## src/rtl/mpmc11_pkg.sv

```systemverilog
// rtl/mpmc11_pkg.sv - shared types and constants for the mpmc11 memory controller
// Holds the controller state encoding, the read-collector state encoding and the
// default DRAM read strip width.
package mpmc11_pkg;

  // One DRAM read strip is 32 bytes, matching the 0x20 address step.
  localparam int STRIP_BITS_DEF = 256;

  // Main controller state, driven by the sequencer.
  typedef enum logic [2:0] {
    MS_NOP,
    MS_PRESET1,
    PRESET2,
    MS_ACT,
    MS_READ,
    MS_WRITE,
    MS_PRECHG,
    MS_REFRESH
  } mpmc11_state_t;

  // Read-collector FSM states.
  typedef enum logic [1:0] {
    IDLE,
    COLLECT,
    DONE
  } mpmc11_col_state_t;

endpackage

```

## src/rtl/mpmc11_rd_collect.sv

```systemverilog
// rtl/mpmc11_rd_collect.sv - gathers DRAM read strips into one line buffer
// Ports:
//   clk, rst       : clock, synchronous active-high reset
//   state          : controller state; PRESET2 arms a new burst
//   num_strips     : index of last strip in the burst (clamped to MAX_STRIPS-1)
//   rd_data_valid  : DRAM read strobe, rd_data : one strip of read data
//   strip_cnt      : strips captured so far (drives the address generator)
//   line           : assembled line, strip k at [k*STRIP_BITS +: STRIP_BITS]
//   line_vld       : one-cycle pulse when the line is complete
//   busy           : high while collecting
//   ovf            : sticky, read data arrived while not collecting
module mpmc11_rd_collect
  import mpmc11_pkg::*;
#(
  parameter int STRIP_BITS = STRIP_BITS_DEF,
  parameter int MAX_STRIPS = 4
) (
  input  logic                             clk,
  input  logic                             rst,
  input  mpmc11_state_t                    state,
  input  logic [5:0]                       num_strips,
  input  logic                             rd_data_valid,
  input  logic [STRIP_BITS-1:0]            rd_data,
  output logic [5:0]                       strip_cnt,
  output logic [MAX_STRIPS*STRIP_BITS-1:0] line,
  output logic                             line_vld,
  output logic                             busy,
  output logic                             ovf
);

  localparam logic [5:0] LAST_MAX = 6'(MAX_STRIPS - 1);

  mpmc11_col_state_t                r_fsm;
  logic [5:0]                       r_cnt;
  logic [5:0]                       r_last;
  logic [MAX_STRIPS*STRIP_BITS-1:0] r_line;
  logic                             r_line_vld;
  logic                             r_ovf;
  logic [5:0]                       w_last_clamped;

  // Bursts longer than the buffer are truncated to the buffer size.
  assign w_last_clamped = (num_strips > LAST_MAX) ? LAST_MAX : num_strips;

  always_ff @(posedge clk) begin
    if (rst) begin
      r_fsm      <= IDLE;
      r_cnt      <= '0;
      r_last     <= '0;
      r_line     <= '0;
      r_line_vld <= 1'b0;
      r_ovf      <= 1'b0;
    end else begin
      r_line_vld <= 1'b0;
      if (state == PRESET2) begin
        // PRESET2 restarts collection from any state and swallows any
        // strobe in the same cycle; the line buffer keeps its contents.
        r_fsm  <= COLLECT;
        r_cnt  <= '0;
        r_ovf  <= 1'b0;
        r_last <= w_last_clamped;
      end else begin
        case (r_fsm)
          COLLECT: begin
            if (rd_data_valid) begin
              // Explicit slot decode: indices >= MAX_STRIPS have no slot.
              for (int k = 0; k < MAX_STRIPS; k++) begin
                if (r_cnt == 6'(k)) r_line[k*STRIP_BITS +: STRIP_BITS] <= rd_data;
              end
              r_cnt <= r_cnt + 6'd1;
              if (r_cnt == r_last) begin
                r_fsm      <= DONE;
                r_line_vld <= 1'b1;
              end
            end
          end
          DONE: begin
            r_fsm <= IDLE;
            if (rd_data_valid) r_ovf <= 1'b1;
          end
          default: begin
            if (rd_data_valid) r_ovf <= 1'b1;
          end
        endcase
      end
    end
  end

  assign strip_cnt = r_cnt;
  assign line      = r_line;
  assign line_vld  = r_line_vld;
  assign busy      = (r_fsm == COLLECT);
  assign ovf       = r_ovf;

endmodule

```

## config.mk

```make
export PLATFORM = sky130hd
export DESIGN_NAME = mpmc11_rd_collect
export DESIGN_NICKNAME = d
export VERILOG_FILES = /design/src/rtl/mpmc11_pkg.sv /design/src/rtl/mpmc11_rd_collect.sv
export SDC_FILE = /design/constraint.sdc
export NUM_CORES = 2
export LEC_CHECK = 0
export ABC_AREA = 1
export CAP_MARGIN = 20
export CORE_AREA = 2 2 500 502
export CTS_CLUSTER_DIAMETER = 100
export DETAILED_ROUTE_END_ITERATION = 7
export DIE_AREA = 0 0 502 504
export HOLD_SLACK_MARGIN = 0.05
export PLACE_DENSITY = 0.32
export SETUP_SLACK_MARGIN = 0.3
export SLEW_MARGIN = 25
export SYNTH_ARGS = -nofsm -noshare
export SYNTH_HDL_FRONTEND = slang
export SYNTH_SLANG_ARGS = --single-unit
```

## constraint.sdc

```tcl
create_clock -name clk -period 3.8 [get_ports clk]
set_clock_uncertainty 0.05 [all_clocks]
set_input_delay 0.76 -clock clk [delete_from_list [all_inputs] [get_ports clk]]
set_output_delay 0.76 -clock clk [all_outputs]
set_load 0.01 [all_outputs]
```

## Word level (Yosys, flattened, before mapping)

Cells that the tools add are included.

| operators by class | value |
|---|---|
| reductions and logical operators | 13 |
| add/sub/neg operators | 1 |
| bitwise operators | 3 |
| order comparisons | 1 |
| equality and inequality tests | 11 |
| multiplexer cells | 6 |

Operators with widths:

| cell | count |
|---|---|
| $reduce_and A4 Y1 | 4 |
| $eq A6 B2 Y1 const B | 2 |
| $add A6 B1 Y6 const B | 1 |
| $eq A6 B1 Y1 const B | 1 |
| $eq A6 B6 Y1 | 1 |
| $gt A6 B2 Y1 const B | 1 |
| $logic_not A6 Y1 | 1 |
| $mux W6 | 1 |
| $reduce_and A3 Y1 | 2 |
| $mux W2 | 2 |
| $pmux W2 S2 | 1 |
| $reduce_and A2 Y1 | 2 |
| $reduce_or A4 Y1 | 1 |
| $eq A3 B2 Y1 const B | 1 |
| $ne A3 B1 Y1 const B | 1 |
| $ne A3 B2 Y1 const B | 1 |
| $not A1 Y1 | 3 |
| $reduce_bool A3 Y1 | 1 |
| $eq A2 B1 Y1 const B | 1 |
| $eq A2 B2 Y1 const B | 1 |
| $mux W1 | 2 |
| $ne A2 B1 Y1 const B | 1 |
| $ne A2 B2 Y1 const B | 1 |
| $reduce_bool A2 Y1 | 1 |
| $reduce_or A2 Y1 | 1 |

| storage, ports and cells | value |
|---|---|
| input port bits | 268 |
| register bits after elaboration | 1040 |

## Longest topological paths before layout

| depth | value |
|---|---|
| word-level depth | 5 |
| gate-level depth with buffers | 11 |
| mapped depth without buffers | 9 |

## Least setup slack after synthesis

Ideal clock, no wire load.

| timing | value |
|---|---|
| path kind | input to register |
| from | input state[1] |
| to | register r_line[783], in the netlist line[783] |
| data required time | 3634 ps |
| slack | 1910 ps |
| setup time | 116 ps |
| stages | 10 |
| buffers on the path | 2 |
| arrival | 1724 ps |
| cell sequence | inv_1 > nor2_1 > nand2_1 > inv_1 > nor2_2 > nand2_4 > buf_4 > clkbuf_2 > o21ai_0 > nor2_1 |

| between the ends | value |
|---|---|
| longest elaborated chain between the ends | 3 |

Ends and longest elaborated chain:

| item | line | source |
|---|---|---|
| start, declared | mpmc11_rd_collect.sv:20 | `input mpmc11_state_t state,` |
| $eq A3 B2 Y1 | mpmc11_rd_collect.sv:54 | `if (state == PRESET2) begin` |
| $not A1 Y1 (no line) | n/a |  |
| $reduce_and A4 Y1 (no line) | n/a |  |
| end signal, assigned by index | mpmc11_rd_collect.sv:67 | `if (r_cnt == 6'(k)) r_line[k*STRIP_BITS +: STRIP_BITS] <= rd_data;` |
| end, declared | mpmc11_rd_collect.sv:36 | `logic [MAX_STRIPS*STRIP_BITS-1:0] r_line;` |

Every way passes these cells.
A chain may end at the register's enable or synchronous reset.

## Worst setup path in the final report

| timing | value |
|---|---|
| from | register r_fsm[0] |
| to | output busy |

| between the ends | value |
|---|---|
| longest elaborated chain between the ends | 1 |

Ends and longest elaborated chain:

| item | line | source |
|---|---|---|
| start, declared | mpmc11_rd_collect.sv:33 | `mpmc11_col_state_t r_fsm;` |
| start signal, assigned | mpmc11_rd_collect.sv:46 | `r_fsm <= IDLE;` |
| start signal, assigned | mpmc11_rd_collect.sv:57 | `r_fsm <= COLLECT;` |
| start signal, assigned | mpmc11_rd_collect.sv:71 | `r_fsm <= DONE;` |
| $eq A2 B1 Y1 | mpmc11_rd_collect.sv:91 | `assign busy = (r_fsm == COLLECT);` |
| end, declared | mpmc11_rd_collect.sv:27 | `output logic busy,` |

Every way passes these cells.

==> summary.md <==
| Metric | Value |
|---|---|
| Vias in the first global route | `between 30000 and 40000` |
| Setup WS pre-CTS | `approximately 0.27 ns` |
| Rows | `183` |
| Peak supply drop | `between 300 and 400 uV` |
| Worst-path cell chain | `nand2_1 > inv_2 > clkdlybuf4s50_1` |
| Max-cap violations | `0` |
| Syn avg cell area | `7.92 um2` |
| Largest family of logic cells by synthesized area | `simple AND/OR/NAND/NOR gates` |
| Net Sw Frac | `0.259` |
| Fillers | `27400` |
| Seq/Total Area, Yosys | `0.577` |
| CTS Hold Buffers Added | `0` |
| Max Transition Viols Final | `0` |
| Cell area after synthesis | `approximately 36000 um2` |
| Power density over the cells | `454 nW/um2` |
| Final WS setup | `about 0.9 ns` |
| Die height | `slightly above 500 um` |
| Comb pwr share | `0.067` |
| Clk network pwr share | `0.505` |
| CTS Buffer Depth | `3` |
| Top Layer Used | `met5` |
| Final GP Congestion | `a little over 0.8` |
| First-pass GRT wire length | `299 mm` |
| Routed wl met2 | `just over 100 mm` |
| Initial antenna violation count | `59` |
| CTS tree | `built` |
| Minimum clock period | `2.93 ns` |
| Root buf cell | `clkbuf_16` |
| Vias/cell | `3.82` |
| Post-synthesis adder-cell area fraction | `0.00139` |
| NetSw | `approximately 0.0067 W` |
| Post-Synthesis Cells | `4556` |
| Routed WL | `222 mm` |
| Number of enable flip-flop cells after synthesis | `0` |
| Worst Tran Pin Value | `1.03 ns` |
| Max FO, Critical Path | `3` |
| Clk_lat worst skew | `0.78 ns` |
| Final worst-path cycle share | `0.770` |
| Int Power | `0.0192 W` |
| Final Hold Violating Endpoints | `0` |
| Crit path DAT | `2.12 ns` |
| Final Util | `0.231` |
| GR Overflow Total | `0` |
| Overall Global Routing Usage | `0.169` |
| Nature of the critical path startpoint | `flop` |
| DRC violations left | `0` |
| Post-DP HPWL | `between 150 and 200 mm` |
| Starting density of the core | `0.146` |
| CTS H-tree lvls | `4` |
| Largest stage delay on the critical path | `0.79 ns` |
| Post-CTS setup buffers | `0` |
| Worst rel slew slack | `0.313` |
| Worst Setup End Kind | `output pin` |
| Compound-gate portion of the synthesized area | `0.144` |
| Worst min path class | `reg2reg` |
| F_max | `approximately 340 MHz` |
| Status | `completed` |
| M1 WL | `92.6 mm` |
| WS Path Type | `reg2out` |
| Worst-path clk slew | `0.05 ns` |
| Setup TNS | `0 ns` |
| Wire length on met3 | `approximately 21 mm` |
| Vias post-DR | `35200` |
| Final ANT Viol Nets | `0` |
| P&R area growth vs syn | `58.5%` |
| Mux contribution to synthesized area | `0` |
| Simple logic cell fraction of the synthesized area | `0.221` |
| WL/cell | `24.1 um` |
| Largest net degree at the start of global routing | `119` |
| Post-CTS sizing | `0` |
| Static leakage | `19.5 nW` |
| Full die area | `253000 um2` |
| Clk sinks | `about 1000` |
| Final net count | `6022` |
| Syn nets | `4828` |
| Worst path required time | `2.99 ns` |
| Top_reg_cell synth | `dfxtp_1` |
| Setup violators final | `0` |
| First DRT Iteration DRCs | `1774` |
| I/O Pins | `1301` |
| Hold WS | `0.405 ns` |
| Die W | `502 um` |
| YS warnings | `0` |
| Cts bufs inserted | `140` |
| RSZ-0062 raised after global routing | `false` |
| Synth Register Bits | `between 1000 and 1500` |
| Post-synthesis xor/xnor area fraction | `0.000243` |
| Core box area | `about 250000 um2` |
| CP max-delay cell | `clkdlybuf4s50_1` |
| Yosys cell types | `29` |
| Layout cells sized above 1 | `0.0547` |
| Sequential power share | `0.428` |
| Drt first pass iters | `5` |
| IO Port Bufs | `1300` |
| Post-synth ARST share | `0` |
## logic make-up after synthesis
group	Yosys count
adders and majority gates	4
xor gates and xnor gates	1
and+or+nand+nor	2104
DFF	1040
buffers and inverters	367
AOI/OAI and AO/OA	1040
## state kept, by name (all words and copies together) (netlist names)
register / cells
line: 1024
line_vld: 1
ovf: 1
r_fsm: 2
r_last: 6
strip_cnt: 6
## final timing paths
path              depth (start not counted)         to  slack [ns]         start
setup / recovery                          3       busy        0.87      r_fsm[0]
hold / removal                            2  r_last[3]        0.40     r_last[3]
setup reg to reg                          8  line[866]        1.31  strip_cnt[0]
hold reg to reg                           2  r_last[3]        0.40     r_last[3]
## metal layers
metal  vias up  track usage
li1      17000            -
met1     16600        0.201
met5         -            0
met4        32       0.0605
met2      1246        0.273
met3       290       0.0675
## cell usage after synthesis (2+ instances only)
library cell / count / area share
nor3_1: 2 / 0.00028
inv_1: 19 / 0.0020
dfxtp_1: 1040 / 0.58
buf_2: 85 / 0.012
clkbuf_1: 121 / 0.013
o21a_1: 2 / 0.00042
nand2_2: 3 / 0.00052
nor2_2: 4 / 0.00069
nor2_1: 2061 / 0.21
a21oi_1: 9 / 0.0012
o21ai_0: 988 / 0.14
nand2_1: 23 / 0.0024
clkbuf_2: 28 / 0.0039
buf_6: 32 / 0.010
nand3_1: 5 / 0.00069
o21ai_1: 40 / 0.0055
inv_2: 9 / 0.00094
clkbuf_4: 14 / 0.0029
ha_1: 4 / 0.0014
buf_4: 58 / 0.012
## power by group through the flow
| stage | combinational [W] | clock (W) | sequential [W] |
|---|---|---|---|
| 2_1_floorplan | 0.000544 | 0 | 0.0114 |
| 3_3_place_gp | 0.00179 | 0 | 0.0113 |
| 3_5_place_dp | 0.00178 | 0 | 0.0113 |
| 4_1_cts | 0.00179 | 0.0137 | 0.0111 |
| 5_1_grt | 0.00189 | 0.0141 | 0.0111 |
| 6_report | 0.00173 | 0.0131 | 0.0111 |
## cell type report
cell class              instances  area [um2]  area share
flip-flops and latches       1040       20800       0.364
repair buffers               1390       14200       0.249
multi-input cells            3149       13300       0.232
well taps                    3330        4170      0.0729
clock buffers                 209        4070      0.0712
clock inverters                38         412     0.00720
inverters                      29         151     0.00265
diodes                         19        47.5    0.000832
## worst max-delay path: cells and delay by family (launching register included)
kind	cells	cell delay (ns)
AND/OR/NAND/NOR	1	0.11
flip-flops	1	0.35
buffers and inverters	2	0.88
## placed cells by master, fill, tap and decap left out, types with 3 or more instances in the layout
master / count
a21oi_1: 9
buf_12: 43
buf_4: 47
clkbuf_1: 38
clkbuf_16: 140
clkbuf_8: 31
clkdlybuf4s50_1: 1300
clkinv_16: 4
clkinv_2: 15
clkinv_4: 3
dfxtp_1: 1040
diode_2: 19
ha_1: 4
inv_1: 19
inv_16: 4
inv_2: 5
inv_6: 9
inv_8: 4
nand2_1: 23
nand2_8: 4
nand3_1: 5
nor2_1: 2061
nor2_2: 4
o21ai_0: 988
o21ai_1: 40
## through the flow
step / total power (W) / cell area (um2) / std cells
floorplan: 0.0119 / 36100 / 4556
global placement: 0.0131 / 52600 / 8938
detailed placement: 0.0131 / 52600 / 8938
CTS: 0.0266 / 57100 / 9185
global route: 0.0271 / 57100 / 9190
finish: 0.0259 / 57200 / 9204
Power figures use the tool's default switching activity.
